## config.mk

```make
export PLATFORM = sky130hd
export DESIGN_NAME = lbp_fetch_sched
export DESIGN_NICKNAME = d
export VERILOG_FILES = /design/src/rtl/lbp_pkg.sv /design/src/rtl/lbp_win_shift.sv /design/src/rtl/lbp_fetch_sched.sv
export SDC_FILE = /design/constraint.sdc
export NUM_CORES = 1
export LEC_CHECK = 0
export CAP_MARGIN = 30
export CORE_MARGIN = 1
export CORE_UTILIZATION = 40
export CTS_CLUSTER_SIZE = 14
export DETAILED_ROUTE_END_ITERATION = 16
export PLACE_DENSITY_LB_ADDON = 0.25
export SLEW_MARGIN = 20
export SYNTH_ARGS = -nofsm -noshare
export SYNTH_HDL_FRONTEND = slang
export SYNTH_SLANG_ARGS = --single-unit
```

## constraint.sdc

```tcl
create_clock -name clk -period 6.75 [get_ports clk]
set_input_delay 1.35 -clock clk [delete_from_list [all_inputs] [get_ports clk]]
set_output_delay 1.35 -clock clk [all_outputs]
set_load 0.01 [all_outputs]
```

## src/rtl/lbp_pkg.sv

```systemverilog
// rtl/lbp_pkg.sv - shared constants, FSM state encoding and address packing for the LBP fetch path
package lbp_pkg;

    localparam int IMG_W  = 128;
    localparam int IMG_H  = 128;
    localparam int ADDR_W = 14;
    localparam int PIX_W  = 8;
    localparam int NPIX   = 9;
    localparam int COL_W  = $clog2(IMG_W);
    localparam int ROW_W  = $clog2(IMG_H);

    typedef enum logic [2:0] {
        IDLE,
        PRIME,
        SLIDE,
        FILL,
        EMIT,
        DONE
    } state_t;

    // Power-of-two image: the linear address is simply the row above the column.
    function automatic logic [ADDR_W-1:0] pack_addr(input logic [ROW_W-1:0] row,
                                                    input logic [COL_W-1:0] col);
        return {row, col};
    endfunction

endpackage

```

## src/rtl/lbp_win_shift.sv

```systemverilog
// rtl/lbp_win_shift.sv - 3x3 pixel window register array with left shift and indexed load
module lbp_win_shift
    import lbp_pkg::*;
(
    input  logic                  clk,
    input  logic                  reset,
    input  logic                  shift,
    input  logic                  load_en,
    input  logic [3:0]            load_idx,
    input  logic [PIX_W-1:0]      load_data,
    output logic [NPIX*PIX_W-1:0] win_data
);

    logic [PIX_W-1:0] pix_q [NPIX];
    logic [PIX_W-1:0] pix_d [NPIX];

    // Shift moves columns 1,2 into 0,1; the load then lands on top, so a shift
    // and a load of the right column in the same cycle compose correctly.
    always_comb begin
        for (int k = 0; k < NPIX; k++) begin
            pix_d[k] = pix_q[k];
        end
        if (shift) begin
            pix_d[0] = pix_q[1];
            pix_d[1] = pix_q[2];
            pix_d[3] = pix_q[4];
            pix_d[4] = pix_q[5];
            pix_d[6] = pix_q[7];
            pix_d[7] = pix_q[8];
        end
        for (int k = 0; k < NPIX; k++) begin
            if (load_en && (load_idx == 4'(k))) begin
                pix_d[k] = load_data;
            end
        end
    end

    // Window storage, cleared on reset so win_data reads zero.
    always_ff @(posedge clk or posedge reset) begin
        if (reset) begin
            for (int k = 0; k < NPIX; k++) begin
                pix_q[k] <= '0;
            end
        end else begin
            for (int k = 0; k < NPIX; k++) begin
                pix_q[k] <= pix_d[k];
            end
        end
    end

    for (genvar g = 0; g < NPIX; g++) begin : g_out
        assign win_data[PIX_W*g +: PIX_W] = pix_q[g];
    end

endmodule

```

## src/rtl/lbp_fetch_sched.sv

```systemverilog
// rtl/lbp_fetch_sched.sv - raster read scheduler and 3x3 window sequencer for the LBP pipeline
module lbp_fetch_sched
    import lbp_pkg::*;
(
    input  logic                  clk,
    input  logic                  reset,
    input  logic                  gray_ready,
    output logic                  gray_req,
    output logic [ADDR_W-1:0]     gray_addr,
    input  logic [PIX_W-1:0]      gray_data,
    output logic                  win_valid,
    input  logic                  win_ready,
    output logic [NPIX*PIX_W-1:0] win_data,
    output logic [ADDR_W-1:0]     win_addr,
    output logic                  busy,
    output logic                  finish
);

    state_t            state_q, state_d;
    logic [3:0]        idx_q, idx_d;
    logic [ROW_W-1:0]  y_q, y_d;
    logic [COL_W-1:0]  x_q, x_d;
    logic              cap_q, cap_d;
    logic [3:0]        cap_pos_q, cap_pos_d;
    logic              cap_shift_q, cap_shift_d;
    logic [ADDR_W-1:0] win_addr_q, win_addr_d;
    logic              win_valid_q, win_valid_d;
    logic              busy_q, busy_d;
    logic              finish_q, finish_d;

    logic              rd_en;
    logic [ROW_W-1:0]  rd_row;
    logic [COL_W-1:0]  rd_col;
    logic [3:0]        rd_pos;
    logic              rd_shift;
    logic [1:0]        prime_r, prime_c;

    // Column-major prime order: index i reads row offset i%3 of column offset i/3.
    always_comb begin
        prime_r = 2'd0;
        prime_c = 2'd0;
        case (idx_q)
            4'd1:    prime_r = 2'd1;
            4'd2:    prime_r = 2'd2;
            4'd3:    prime_c = 2'd1;
            4'd4:    begin prime_r = 2'd1; prime_c = 2'd1; end
            4'd5:    begin prime_r = 2'd2; prime_c = 2'd1; end
            4'd6:    prime_c = 2'd2;
            4'd7:    begin prime_r = 2'd1; prime_c = 2'd2; end
            4'd8:    begin prime_r = 2'd2; prime_c = 2'd2; end
            default: ;
        endcase
    end

    // Next-state, read issue and window-counter logic; a read only goes out when memory is ready.
    always_comb begin
        state_d    = state_q;
        idx_d      = idx_q;
        y_d        = y_q;
        x_d        = x_q;
        win_addr_d = win_addr_q;
        rd_en      = 1'b0;
        rd_row     = '0;
        rd_col     = '0;
        rd_pos     = 4'd0;
        rd_shift   = 1'b0;
        case (state_q)
            IDLE: begin
                y_d   = ROW_W'(1);
                x_d   = COL_W'(1);
                idx_d = 4'd0;
                if (gray_ready) state_d = PRIME;
            end
            PRIME: begin
                if (gray_ready) begin
                    rd_en  = 1'b1;
                    rd_row = y_q - ROW_W'(1) + ROW_W'(prime_r);
                    rd_col = x_q - COL_W'(1) + COL_W'(prime_c);
                    rd_pos = {2'b00, prime_r} * 4'd3 + {2'b00, prime_c};
                    if (idx_q == 4'd8) begin
                        idx_d   = 4'd0;
                        state_d = FILL;
                    end else begin
                        idx_d = idx_q + 4'd1;
                    end
                end
            end
            SLIDE: begin
                if (gray_ready) begin
                    rd_en    = 1'b1;
                    rd_row   = y_q - ROW_W'(1) + ROW_W'(idx_q);
                    rd_col   = x_q + COL_W'(1);
                    rd_pos   = idx_q * 4'd3 + 4'd2;
                    rd_shift = (idx_q == 4'd0);
                    if (idx_q == 4'd2) begin
                        idx_d   = 4'd0;
                        state_d = FILL;
                    end else begin
                        idx_d = idx_q + 4'd1;
                    end
                end
            end
            FILL: begin
                win_addr_d = pack_addr(y_q, x_q);
                state_d    = EMIT;
            end
            EMIT: begin
                if (win_ready) begin
                    if (x_q < COL_W'(IMG_W - 2)) begin
                        x_d     = x_q + COL_W'(1);
                        state_d = SLIDE;
                    end else if (y_q < ROW_W'(IMG_H - 2)) begin
                        x_d     = COL_W'(1);
                        y_d     = y_q + ROW_W'(1);
                        state_d = PRIME;
                    end else begin
                        state_d = DONE;
                    end
                end
            end
            DONE: ;
            default: state_d = IDLE;
        endcase
    end

    // Capture bookkeeping and registered status outputs follow the next state.
    always_comb begin
        cap_d       = rd_en;
        cap_pos_d   = rd_pos;
        cap_shift_d = rd_shift;
        win_valid_d = (state_d == EMIT);
        busy_d      = (state_d == PRIME) || (state_d == SLIDE) ||
                      (state_d == FILL)  || (state_d == EMIT);
        finish_d    = (state_d == DONE);
    end

    // FSM and sequencing registers; reset drops any read still in flight.
    always_ff @(posedge clk or posedge reset) begin
        if (reset) begin
            state_q     <= IDLE;
            idx_q       <= 4'd0;
            y_q         <= ROW_W'(1);
            x_q         <= COL_W'(1);
            cap_q       <= 1'b0;
            cap_pos_q   <= 4'd0;
            cap_shift_q <= 1'b0;
            win_addr_q  <= '0;
            win_valid_q <= 1'b0;
            busy_q      <= 1'b0;
            finish_q    <= 1'b0;
        end else begin
            state_q     <= state_d;
            idx_q       <= idx_d;
            y_q         <= y_d;
            x_q         <= x_d;
            cap_q       <= cap_d;
            cap_pos_q   <= cap_pos_d;
            cap_shift_q <= cap_shift_d;
            win_addr_q  <= win_addr_d;
            win_valid_q <= win_valid_d;
            busy_q      <= busy_d;
            finish_q    <= finish_d;
        end
    end

    lbp_win_shift u_win (
        .clk       (clk),
        .reset     (reset),
        .shift     (cap_q & cap_shift_q),
        .load_en   (cap_q),
        .load_idx  (cap_pos_q),
        .load_data (gray_data),
        .win_data  (win_data)
    );

    assign gray_req  = rd_en;
    assign gray_addr = rd_en ? pack_addr(rd_row, rd_col) : '0;
    assign win_valid = win_valid_q;
    assign win_addr  = win_addr_q;
    assign busy      = busy_q;
    assign finish    = finish_q;

endmodule

```

Word level (Yosys, flattened, before mapping)
Cells that the tools add are included.

storage, ports and cells
  register bits = 116
  input bits = 12
  logic and storage cells = 145
  output and inout port bits = 104

cells by class
  $mul = 2
  add/subtract/negate cells = 10
  reduce and logical (&&, ||, !) cells = 31
  muxes and demuxes = 47
  $lt $le $gt $ge = 2
  equality and inequality tests = 32
  bitwise operators = 1

operators by type and width
  operator                                                               count
  7-bit 2-to-1 mux                                                       10
  7-bit case mux with 2 select lines                                     4
  16-bit 2-to-1 mux                                                      3
  8-bit 2-to-1 mux                                                       6
  4-bit by 3-bit equality test with 1-bit output, second input constant  8
  3-bit 2-to-1 mux                                                       8
  4-bit 2-to-1 mux                                                       6
  3-bit case mux with 6 select lines                                     1
  4-bit by 2-bit equality test with 1-bit output, second input constant  4
  7-bit by 1-bit adder with 7-bit output, second input constant          2
  7-bit by 2-bit adder with 7-bit output                                 2
  7-bit less-than comparator, second input constant                      2
  14-bit 2-to-1 mux                                                      1
  2-bit nonzero test                                                     7
  7-bit by 1-bit subtractor with 7-bit output, second input constant     2
  3-bit by 2-bit equality test with 1-bit output, second input constant  4
  3-bit equality test, second input constant                             4
  4-bit case mux with 3 select lines                                     1
  3-bit OR reduction                                                     4
  2-bit != test, second input constant                                   5
  1-bit logical AND                                                      9
  4-bit by 1-bit equality test with 1-bit output, second input constant  2
  4-bit equality test, second input constant                             2
  4-bit zero test                                                        2
  other kinds (18)                                                       26

Longest topological paths before layout
  depth after elaboration = 9
  gate-level depth with buffers = 14
  gate-level depth less buffers = 14

Cells and area by module
Synthesis repeated with hierarchy kept, for this count alone.

second synthesis, totals
  cell total of the unflattened synthesis = 587
  area, all modules = 6,682.7 um2

modules (own cells, without submodules)
  module           times used  area each (um2)  cells an instance  sequential area each (um2)
  lbp_win_shift    1           3,363.2          215                1,801.7
  lbp_fetch_sched  1           3,319.4          372                1,103.6

Worst setup path before layout
No wires, ideal clock.

  path kind = reg-to-output
  start point = register idx_q[1]
  end point = output port gray_addr[13]
  stages on the path, launching flop included = 15
  buffers on the path = 0
  slack = 2,514 ps
  data required time = 5,400 ps
  data arrival time = 2,886 ps
  path through = dfrtp_1 -> inv_1 -> ha_1 -> nand2_1 -> nand3_1 -> inv_1 -> ha_1 -> nor2_1 -> ha_1 -> inv_1 -> fa_1 -> nor3_1 -> nor2_2 -> o22a_1 -> o22ai_1

between the ends
  cells in the longest elaborated chain, start to end = 7
  elaborated cells on any way between the ends = 15
  those cells by class = add/sub (2); eq/ne (6); mux (5); reduce/logical (2)

RTL lines
  element                                      RTL line                text
  from (decl)                                  lbp_fetch_sched.sv:20   logic [3:0] idx_q, idx_d;
  from (signal assigned)                       lbp_fetch_sched.sv:153  idx_q <= idx_d;
  4-bit equality test (tied with other cells)  lbp_fetch_sched.sv:42   case (idx_q)
  3-bit OR reduction (no source line)          n/a
  2-bit case mux with 2 select lines           lbp_fetch_sched.sv:42
  7-bit by 2-bit adder with 7-bit output       lbp_fetch_sched.sv:77   rd_row = y_q - ROW_W'(1) + ROW_W'(prime_r);
  7-bit 2-to-1 mux                             lbp_fetch_sched.sv:75   if (gray_ready) begin
  7-bit case mux with 2 select lines (*)       lbp_fetch_sched.sv:67   case (state_q)
  14-bit 2-to-1 mux (*)                        lbp_fetch_sched.sv:177  assign gray_addr = rd_en ? pack_addr(rd_row, rd_col) : '0;
  to (decl)                                    lbp_fetch_sched.sv:9    output logic [ADDR_W-1:0] gray_addr,

Every way passes the cells marked *; elsewhere a longest branch is shown, timed or not.

Worst setup path in the final report
Ends and elaborated chain as after synthesis.

==> impl_summary.txt <==
----------------------------------------------------
[Synth]
  Ys async rst share ... 1.00
  Cell with the most instances after synthesis ... sky130_fd_sc_hd__dfrtp_1
  Post-synth EDFFs ... 0
  Warning count from the yosys run ... 0
  Largest cells by area after synthesis ... sky130_fd_sc_hd__dfrtp_1 44%, sky130_fd_sc_hd__mux2i_1 8.4%, sky130_fd_sc_hd__ha_1 6.6%
  Post-Syn Area ... 6470 um2
  Number of storage elements in the synthesis netlist ... 116
  Gate count of the mapped netlist ... 647
  Cell taking the most area after synthesis ... sky130_fd_sc_hd__dfrtp_1
  Netlist cell types ... 59
  Synth Flop Type ... sky130_fd_sc_hd__dfrtp_1
  Net count after synthesis ... 698
  Mean instance size in the synthesized netlist ... 10.0 um2
  Fraction of synthesized cell area taken by the top area cell type ... 0.441
  Fraction of the yosys area taken by sequential cells ... 0.449
  Leading post-synthesis cells by instance count ... 114 x sky130_fd_sc_hd__dfrtp_1, 78 x sky130_fd_sc_hd__nand2_1, 64 x sky130_fd_sc_hd__o21ai_0, 54 x sky130_fd_sc_hd__mux2i_1

[Place]
  Port buffer count ... 115
  HPWL Detailed ... 11800 um
  Placed cell area ... 7760 um2
  Final weighted congestion in routability-driven placement ... 0.875
  Setup Slack @ Placement ... 1690 ps

[Finish]
  Post-route design area ... 8350 um2
  Syn-to-layout area delta ... 29.1%
  Antenna diodes ... 0
  Multi-input combinational cell area ... 3270 um2
  Count of nets after finishing ... 800
  Total area of sequential cells ... 2910 um2
  Fraction of layout instances using a drive strength above 1 ... 0.104
  Number of fill cells in the layout ... 1400

[Clocking]
  Clk Tree Root Cell ... sky130_fd_sc_hd__clkbuf_16
  Reg clk slew, reported paths ... 60 ps
  Clock net sink count ... 116
  Clock tree from TritonCTS ... built
  Number of hold buffers added after cts ... 0
  Number of buffers added for setup after CTS ... 0
  Number of instances resized during post-cts repair ... 0
  Max H-tree Level ... 4
  Worst skew pair latency ... 420 ps
  Inserted Clock Buffers ... 17
  Number of buffers on the longest clock path ... 2

[STA]
  Final Max Tran Viols ... 0
  Fmax ... 182 MHz
  Setup WS post-layout ... 1240 ps
  Measured slew at the worst slew-check pin ... 868 ps
  Setup repair after global routing missed its margin ... false
  Final sum of negative setup slack ... 0 ps
  Worst setup skew after layout ... 12.7 ps
  Worst-case hold slack ... 478 ps
  Clock period minus worst slack ... 5510 ps
  Final worst path period share ... 0.816
  Relative max-transition margin ... 0.420
  Final-report hold violation count ... 0
  Setup-failing EPs final ... 0

[GRT]
  Initial antenna violation count ... 0
  Most used routing layer ... met2
  Via count of the first global-routing pass ... 5035
  Met2 Use GR ... 0.331
  Global-route usage over all layers ... 0.204
  Largest net degree at the start of global routing ... 66
  Global route overflow ... 0
  Met1 demand-to-capacity share in global routing ... 0.266
  Met3 Resource Use GR ... 0.0442
  First-pass GRT wire length ... 26100 um

[Floorplan]
  Core area ... 15800 um2
  Area enclosed by the die boundary ... 16700 um2
  Overall die width ... 129 um
  Initial core utilization ... 0.409
  I/O pin cnt ... 116
  Row Count ... 46
  Chip height ... 129 um

[Critical path]
  CP Capture Type ... primary output
  Category of the worst setup path launch point ... flop
  Arrival time worst endpoint ... 4160 ps
  Data required time at the worst endpoint ... 5400 ps
  Class of the most critical setup path ... flop to primary output
  Highest fanout seen on the critical path ... 5
  Cell breakdown of the critical path ... inv_1 > ha_1 > nand2_1 > nand3_1 > inv_1 > ha_1 > nor2_1 > ha_1 > inv_1 > fa_1 > nor3_1 > nor2_2 > o22a_1 > o22ai_1 > clkdlybuf4s50_1
  Delay of the slowest critical-path stage ... 550 ps
  Critical path's slowest cell ... sky130_fd_sc_hd__clkdlybuf4s50_1

[Route]
  First DRT Iteration DRCs ... 426
  Ratio of routed vias to standard cells ... 5.30
  Number of iterations in the first detailed-routing pass ... 5
  Count of unresolved DRC violations after routing ... 0
  Final WL ... 16400 um
  Total number of vias ... 5177
  Average wire per cell in the routed design ... 16.7 um
  Remaining antenna violation count after routing ... 0

[Power]
  Pwr Density ... 415 nW/um2
  Cell leakage power ... 3.80 nW
  Worst VDD drop ... 0.000184 V

[Min path]
  Worst hold-check path type ... flop to flop

[Run]
  Max cap viols ... 0

[Run status]
  Result of the run ... finished clean

----------------------------------------------------
[power by group]
part | switching, W | internal [W]
Sequential | 0.000206 | 0.000946
Combinational | 0.000687 | 0.000788
Clock | 0.000337 | 0.000508
[cells in the final DEF (no fill, tap or decap), types with 6 or more instances in the layout]
master                              n
sky130_fd_sc_hd__o21ai_0           64
sky130_fd_sc_hd__and3_1             8
sky130_fd_sc_hd__nand2_1           77
sky130_fd_sc_hd__nand3_1           11
sky130_fd_sc_hd__xor2_1             6
sky130_fd_sc_hd__nor2_1            29
sky130_fd_sc_hd__o21ai_1            7
sky130_fd_sc_hd__inv_1             33
sky130_fd_sc_hd__dfrtp_1          114
sky130_fd_sc_hd__buf_4              8
sky130_fd_sc_hd__o22ai_1           11
sky130_fd_sc_hd__mux2_1             8
sky130_fd_sc_hd__clkbuf_16         17
sky130_fd_sc_hd__mux2_2            22
sky130_fd_sc_hd__clkdlybuf4s50_1  115
sky130_fd_sc_hd__clkinv_4           7
sky130_fd_sc_hd__a21oi_1           21
sky130_fd_sc_hd__and2_1            10
sky130_fd_sc_hd__ha_1              34
sky130_fd_sc_hd__mux2i_1           54
sky130_fd_sc_hd__xnor2_1           16
[cell families after synthesis]
family | Yosys count | synth area share
AOI/OAI and AO/OA | 137 | 0.127
xor gates and xnor gates | 22 | 0.0298
adders and majority gates | 39 | 0.0812
buffers and inverters | 76 | 0.0470
DFF | 116 | 0.449
muxes | 84 | 0.136
and+or+nand+nor | 173 | 0.131
[state kept, by name, indices dropped and copies added, names as in the netlist]
| signal | cells |
|---|---|
| u_win.win_data | 72 |
| finish | 1 |
| cap_shift_q | 1 |
| cap_pos_q | 4 |
| idx_q | 4 |
| cap_q | 1 |
| busy | 1 |
| x_q | 7 |
| win_valid | 1 |
| y_q | 7 |
| state_q | 3 |
| win_addr | 14 |
[routing by layer]
metal | part of all wire | vias up
li1 | - | 2456
met1 | 0.45 | 2538
met2 | 0.48 | 151
met3 | 0.045 | 32
met4 | 0.021 | 0
met5 | 0 | -
[layout make-up]
type / count / share of cell area
clock buffers: 17 / 0.0509
clock inverters: 14 / 0.0160
inverters: 36 / 0.0165
multi-input cells: 455 / 0.391
flip-flops and latches: 116 / 0.348
well taps: 216 / 0.0324
repair buffers: 123 / 0.145
[critical path, delay by kind of cell (launching register included)]
| family | cells | cell delay, ps |
|---|---|---|
| fa+ha+maj | 4 | 1100 |
| flops | 1 | 440 |
| buf+inv | 4 | 940 |
| simple gates | 5 | 860 |
| compound gates | 2 | 370 |
[stage by stage]
step | util | total power (W) | cells
floorplan | - | 0.00191 | 647
global placement | 0.491 | 0.00259 | 942
global route | 0.528 | 0.00370 | 977
CTS | 0.526 | 0.00350 | 973
detailed placement | 0.491 | 0.00265 | 942
finish | 0.528 | 0.00347 | 977
[final timing paths]
path | cells past startpoint | slack [ps] | end | startpoint
setup / recovery | 15 | 1240 | gray_addr[13] | idx_q[1]
hold / removal | 2 | 480 | win_addr[7] | win_addr[7]
setup reg to reg | 10 | 3920 | cap_pos_q[2] | idx_q[0]
hold reg to reg | 2 | 480 | win_addr[7] | win_addr[7]
max in group asynchronous | 3 | 4060 | u_win.win_data[45] | reset
min in group asynchronous | 2 | 1440 | u_win.win_data[6] | reset
(Power assumes the default switching activity.)
